<file path="src/rtl/vga_rx_tile_decoder.sv">
// VGA receiver: recovers position from hsync/vsync, checks line/frame timing,
// locks, and rebuilds the 8x8 tile-state word from tile-centre green samples.
module vga_rx_tile_decoder #(
  parameter int H_TOTAL  = 800,
  parameter int V_TOTAL  = 525,
  parameter int H_BP     = 48,
  parameter int V_BP     = 33,
  parameter int H_ACTIVE = 640,
  parameter int V_ACTIVE = 480,
  parameter int TILE_W   = 50,
  parameter int TILE_H   = 50
) (
  input  logic        clock,
  input  logic        reset,
  input  logic        hsync_in,
  input  logic        vsync_in,
  input  logic [2:0]  red_in,
  input  logic [2:0]  green_in,
  input  logic [2:0]  blue_in,
  output logic        locked,
  output logic [9:0]  cur_x,
  output logic [9:0]  cur_y,
  output logic        pix_active,
  output logic [63:0] tiles,
  output logic        tiles_valid,
  output logic        err_line,
  output logic        err_frame
);

  typedef enum logic [1:0] {SEARCH = 2'd0, MEASURE = 2'd1, LOCKED = 2'd2} state_t;
  state_t state, state_next;

  logic        hsync_r1, vsync_r1, hsync_r2, vsync_r2;
  logic [2:0]  red_r1, green_r1, blue_r1;
  logic        rb_unused;
  logic        h_rise, v_rise;
  logic [9:0]  h_cnt, v_cnt;
  logic [10:0] h_cnt_inc, v_cnt_eff;
  logic        line_bad, frame_bad, frame_err, frame_dirty, commit;
  logic [63:0] shadow;
  logic        col_hit, row_hit, samp_hit;
  logic [2:0]  col_idx, row_idx;

  always_ff @(posedge clock) begin
    if (reset) begin
      hsync_r1 <= 1'b0;
      vsync_r1 <= 1'b0;
      hsync_r2 <= 1'b0;
      vsync_r2 <= 1'b0;
      red_r1   <= 3'd0;
      green_r1 <= 3'd0;
      blue_r1  <= 3'd0;
    end else begin
      hsync_r1 <= hsync_in;
      vsync_r1 <= vsync_in;
      hsync_r2 <= hsync_r1;
      vsync_r2 <= vsync_r1;
      red_r1   <= red_in;
      green_r1 <= green_in;
      blue_r1  <= blue_in;
    end
  end

  // Red and blue are captured for observation only; tile state is green.
  assign rb_unused = ^{red_r1, blue_r1};

  assign h_rise    = hsync_r1 & ~hsync_r2;
  assign v_rise    = vsync_r1 & ~vsync_r2;
  assign h_cnt_inc = {1'b0, h_cnt} + 11'd1;
  // A line ending on the vsync edge still counts toward the frame.
  assign v_cnt_eff = {1'b0, v_cnt} + {10'd0, h_rise};
  assign line_bad  = h_rise && (state != SEARCH) && (h_cnt_inc != 11'(H_TOTAL));
  assign frame_bad = v_rise && (state != SEARCH) && (v_cnt_eff != 11'(V_TOTAL));
  assign frame_dirty = frame_err | line_bad | frame_bad;
  assign commit    = (state == LOCKED) && v_rise && !frame_dirty;

  always_ff @(posedge clock) begin
    if (reset) begin
      h_cnt     <= 10'd0;
      v_cnt     <= 10'd0;
      frame_err <= 1'b0;
      err_line  <= 1'b0;
      err_frame <= 1'b0;
    end else begin
      err_line  <= line_bad;
      err_frame <= frame_bad;
      frame_err <= v_rise ? 1'b0 : (frame_err | line_bad);
      if (v_rise && state == SEARCH) begin
        h_cnt <= 10'd0;
        v_cnt <= 10'd0;
      end else begin
        if (h_rise)
          h_cnt <= 10'd0;
        else if (h_cnt != 10'd1023)
          h_cnt <= h_cnt + 10'd1;
        if (v_rise)
          v_cnt <= 10'd0;
        else if (h_rise && v_cnt != 10'd1023)
          v_cnt <= v_cnt + 10'd1;
      end
    end
  end

  always_comb begin
    pix_active = (h_cnt >= 10'(H_BP)) && (h_cnt < 10'(H_BP + H_ACTIVE)) &&
                 (v_cnt >= 10'(V_BP)) && (v_cnt < 10'(V_BP + V_ACTIVE));
    cur_x = pix_active ? (h_cnt - 10'(H_BP)) : 10'd0;
    cur_y = pix_active ? (v_cnt - 10'(V_BP)) : 10'd0;
  end

  always_ff @(posedge clock) begin
    if (reset)
      state <= SEARCH;
    else
      state <= state_next;
  end

  // Errors seen while locked act one cycle later, after their pulse is out.
  always_comb begin
    state_next = state;
    case (state)
      SEARCH:  if (v_rise) state_next = MEASURE;
      MEASURE: if (v_rise && !frame_dirty) state_next = LOCKED;
      LOCKED:  if (err_line || err_frame) state_next = SEARCH;
      default: state_next = SEARCH;
    endcase
  end

  always_comb begin
    locked = (state == LOCKED);
  end

  always_comb begin
    col_hit = 1'b0;
    row_hit = 1'b0;
    col_idx = 3'd0;
    row_idx = 3'd0;
    for (int i = 0; i < 8; i++) begin
      if (cur_x == 10'(i * TILE_W + TILE_W / 2)) begin
        col_hit = 1'b1;
        col_idx = 3'(i);
      end
      if (cur_y == 10'(i * TILE_H + TILE_H / 2)) begin
        row_hit = 1'b1;
        row_idx = 3'(i);
      end
    end
    samp_hit = pix_active & col_hit & row_hit;
  end

  // tiles_valid is a one-cycle strobe that coincides with the new tiles
  // value; there is no back-pressure, so a consumer must take it then.
  always_ff @(posedge clock) begin
    if (reset) begin
      shadow      <= 64'd0;
      tiles       <= 64'd0;
      tiles_valid <= 1'b0;
    end else begin
      tiles_valid <= 1'b0;
      if (state == LOCKED && (err_line || err_frame))
        shadow <= 64'd0;
      else if (state == LOCKED && samp_hit)
        shadow[{row_idx, col_idx}] <= |green_r1;
      if (commit) begin
        tiles       <= shadow;
        tiles_valid <= 1'b1;
      end
    end
  end

endmodule

</file>
<file path="config.mk">
export PLATFORM = sky130hd
export DESIGN_NAME = vga_rx_tile_decoder
export DESIGN_NICKNAME = d
export VERILOG_FILES = /design/src/rtl/vga_rx_tile_decoder.sv
export SDC_FILE = /design/constraint.sdc
export NUM_CORES = 1
export LEC_CHECK = 0
export BUFFER_PORTS_ARGS = -buffer_cell sky130_fd_sc_hd__clkbuf_2
export CAP_MARGIN = 10
export CORE_ASPECT_RATIO = 1.2
export CORE_UTILIZATION = 50
export CTS_BUF_LIST = sky130_fd_sc_hd__clkbuf_8 sky130_fd_sc_hd__clkbuf_16
export CTS_CLUSTER_DIAMETER = 40
export DETAILED_ROUTE_END_ITERATION = 8
export GPL_TIMING_DRIVEN = 0
export PLACE_DENSITY = 0.7
export SLEW_MARGIN = 0
export SYNTH_ARGS = -nofsm -noshare
export SYNTH_HDL_FRONTEND = slang
export SYNTH_SLANG_ARGS = --single-unit
</file>
<file path="constraint.sdc">
create_clock -name clock -period 4.3 [get_ports clock]
set_input_delay 0.86 -clock clock [delete_from_list [all_inputs] [get_ports clock]]
set_output_delay 0.86 -clock clock [all_outputs]
set_load 0.005 [all_outputs]
</file>
==> summary.txt <==
Outcome
  • Run status: finished clean

Die
  • Die Ht: 142.1 um
  • Initial Util: 51.68%
  • Placement Rows: 50
  • Die W: 118.8 um
  • Die Area: 0.01688 mm^2
  • I/O Pins: 102
  • Core Box Area: 0.01583 mm^2

Timing
  • Setup Skew: 0.01071 ns
  • Max Slew Vio Count: 0
  • Worst-margin pin slew: 1.337 ns
  • Hold WS: 0.4625 ns
  • RSZ-0062 raised after global routing: false
  • Highest clock rate: 246.8 MHz
  • Hold Vio Cnt, Final: 0
  • Slew margin rel.: 10.18%
  • Final Cycle Share: 94.23%
  • Final min period: 4.052 ns
  • Setup-failing EPs final: 0
  • Setup TNS Final: 0 ns

Pwr
  • Peak supply drop: 0.2485 mV
  • Leakage: 0.003834 uW
  • Power per cell area: 339.9 mW/mm^2
  • Design Power: 3255 uW

Synth
  • Synth unique cells: 79
  • Post-synthesis net count: 1005
  • Async SR Flop Fraction: 0%
  • Synth Warn #: 0
  • Synthesized area: 0.008180 mm^2
  • Number of flops mapped to enable cells by yosys: 0
  • Mapped Cells: 984
  • Sequential fraction of the synthesis area: 39.40%
  • Ys flop type: dfxtp_1
  • Synthesized flop and latch total: 161
  • Avg Cell Area, Syn: 8.313 um^2

Critical path
  • FF-to-FF Start: v_cnt[1]
  • CP startpoint: v_cnt[1]
  • Arrival time of the worst setup path: 3.19 ns
  • R2r setup slk: 0.63 ns
  • Crit-path max FO: 10
  • Crit path required time: 3.44 ns
  • Crit start category: flip-flop
  • Worst Setup Path Type: reg -> out
  • Crit. End Element: primary output

Finish
  • Fill cells: 1441
  • Share of cells above drive strength 1: 16.25%
  • Fin nets: 1122
  • Final Instance Area: 0.009575 mm^2
  • P&R area growth vs syn: 17.05%
  • Commonest cells after routing, fill and taps aside: dfxtp_1 (161), nand4_1 (101), nand2_1 (98)
  • Commonest non-fill, non-tap cell in the layout: dfxtp_1
  • Non-filler instance count after layout: 1322
  • N_diodes: 0

Clock tree
  • Num CTS Buffers: 17
  • TritonCTS clock tree: built
  • Clock-pin slew on the worst setup and hold paths: 0.07 ns
  • Clock sinks: 161
  • Clk Latency, worst-skew pair: 0.44 ns
  • Clock tree root driver cell: clkbuf_16
  • CTS Hold Bufs: 0
  • Clock tree buffer depth: 2
  • CTS HTree Levels: 4

Route
  • Routed Antenna Nets: 0
  • Vias: 7860
  • WL final: 23.84 mm
  • Routed vias/inst: 5.946
  • First-pass iteration count of the detailed router: 5
  • DRC: 0
  • DR WL/cell: 18.03 um
  • First DRT Iteration DRCs: 600

Placement
  • Placed instance area: 0.008924 mm^2
  • Post-placement cell count: 1287
  • Routability cong.: 0.9480
  • Hpwl dp: 16.98 mm
  • Port Buffer Count: 94

GRT
  • All-Layer GR Usage: 28.61%
  • Largest net degree at the start of global routing: 17
  • Initial antenna violation count: 0
  • Total congestion overflow: 0
  • First-pass GRT wire length: 37.76 mm
  • Vias in the first global route: 7322

Job
  • MaxCap Viol Count: 0

Worst hold path
  • Worst hold path type: reg -> reg
  • Hold wc startpoint: shadow[58]
==> cell families (layout without fill, tap and decap cells) <==
logic type / count (synthesis) / count (layout) / share of synthesized area [%]
mux: 68 / 68 / 8.336
xor+xnor: 35 / 35 / 3.747
fa+ha+maj: 8 / 8 / 1.224
compound gates: 205 / 205 / 15.19
simple gates: 398 / 398 / 26.64
flops: 161 / 161 / 39.40
buf+inv: 109 / 239 / 5.460
==> critical path, cell delays in order (launching register included) <==
cell and delay (ns):
dfxtp_1 0.42, inv_1 0.15, ha_1 0.33, nor4b_4 0.37, a311oi_1 0.21, o22ai_2 0.28, buf_2 0.27, buf_2 0.28
clkbuf_2 0.26, nor2_1 0.08, clkbuf_2 0.12
==> flip-flops by register name, summed over array words and instances (netlist names), 2 cells and up <==
register / cells
h_cnt: 10
shadow: 64
green_r1: 3
v_cnt: 10
state: 2
tiles: 64
==> final cells by class <==
| cell class | instances | area (um^2) | share of cell area (%) |
|---|---|---|---|
| Sequential cell | 161 | 3223 | 33.66 |
| Clock buffer | 18 | 439.2 | 4.586 |
| Clock inverter | 14 | 175.2 | 1.829 |
| Multi-Input combinational cell | 714 | 4533 | 47.34 |
| Inverter | 18 | 67.56 | 0.7056 |
| Timing Repair Buffer | 99 | 500.5 | 5.227 |
| Tap cell | 208 | 260.3 | 2.718 |
| Buffer | 90 | 376.6 | 3.933 |
==> metrics by stage <==
stage / utilization (%) / setup slack [ns]
2_1_floorplan: - / 0.7006
3_3_place_gp: 56.30 / -0.05730
3_5_place_dp: 56.38 / -0.07952
4_1_cts: 60.40 / 0.05057
5_1_grt: 60.50 / 0.01298
6_report: 60.50 / 0.2483
==> Yosys cell counts, types with 2 or more instances <==
cell | number | area (um^2)
nor4_2 | 3 | 37.54
ha_1 | 8 | 100.1
o211a_1 | 4 | 40.04
nand4_1 | 101 | 631.9
nor4_1 | 11 | 68.82
or3b_2 | 2 | 17.52
mux2i_1 | 67 | 670.6
buf_1 | 5 | 18.77
xnor2_1 | 28 | 245.2
or2_2 | 3 | 18.77
and4_1 | 5 | 43.79
nor4_4 | 3 | 63.81
o2111ai_1 | 4 | 35.03
nor2b_1 | 13 | 81.33
nand2_1 | 98 | 367.9
nand3_1 | 39 | 195.2
o311ai_1 | 2 | 17.52
and3b_1 | 2 | 17.52
o21ai_1 | 61 | 305.3
inv_1 | 18 | 67.56
dfxtp_1 | 161 | 3223
nor4b_1 | 3 | 26.28
nor2_1 | 57 | 214.0
xor2_1 | 7 | 61.31
o21ai_0 | 15 | 75.07
nand3b_1 | 5 | 37.54
o31a_1 | 2 | 17.52
a211oi_1 | 6 | 45.04
a31oi_1 | 2 | 12.51
nor3b_1 | 2 | 15.01
nor3_1 | 17 | 85.08
or3_1 | 3 | 18.77
or4_1 | 3 | 22.52
a41oi_1 | 2 | 17.52
a22oi_1 | 3 | 22.52
and2_1 | 2 | 12.51
o31ai_1 | 3 | 22.52
clkbuf_1 | 63 | 236.5
and3_1 | 10 | 62.56
buf_2 | 20 | 100.1
a41o_1 | 2 | 20.02
a21oi_1 | 79 | 395.4
nand2b_1 | 4 | 25.02
==> worst paths after layout <==
path,to,cells past startpoint
max reg2reg,shadow[37],8
min reg2reg,shadow[58],2
max,cur_x[6],10
min,shadow[58],2
==> power by group <==
group	switching (uW)	leakage, uW	internal, uW	total [uW]
logic	109	0.00224	39.9	148
clock network	665	0.000300	939	1600
registers	4.40	0.00130	1500	1500
total	778	0.00383	2480	3250
==> routing by layer <==
metal | up-vias | track usage, % | routed length [um]
met2 | 300 | 45.68 | 10920
li1 | 3826 | - | -
met1 | 3659 | 36.08 | 10460
met5 | - | 0 | 0
met3 | 75 | 5.689 | 1461
met4 | 0 | 16.26 | 996
==> what timing repair did <==
action / in CTS / in global routing
endpoints found under the setup margin: 20 / 10
gates cloned: 0 / 0
buffers inserted: 1 / 1
pin swaps: 1 / 0
resized for setup: 2 / 1
No activity file was read; power rests on OpenSTA's default activity.
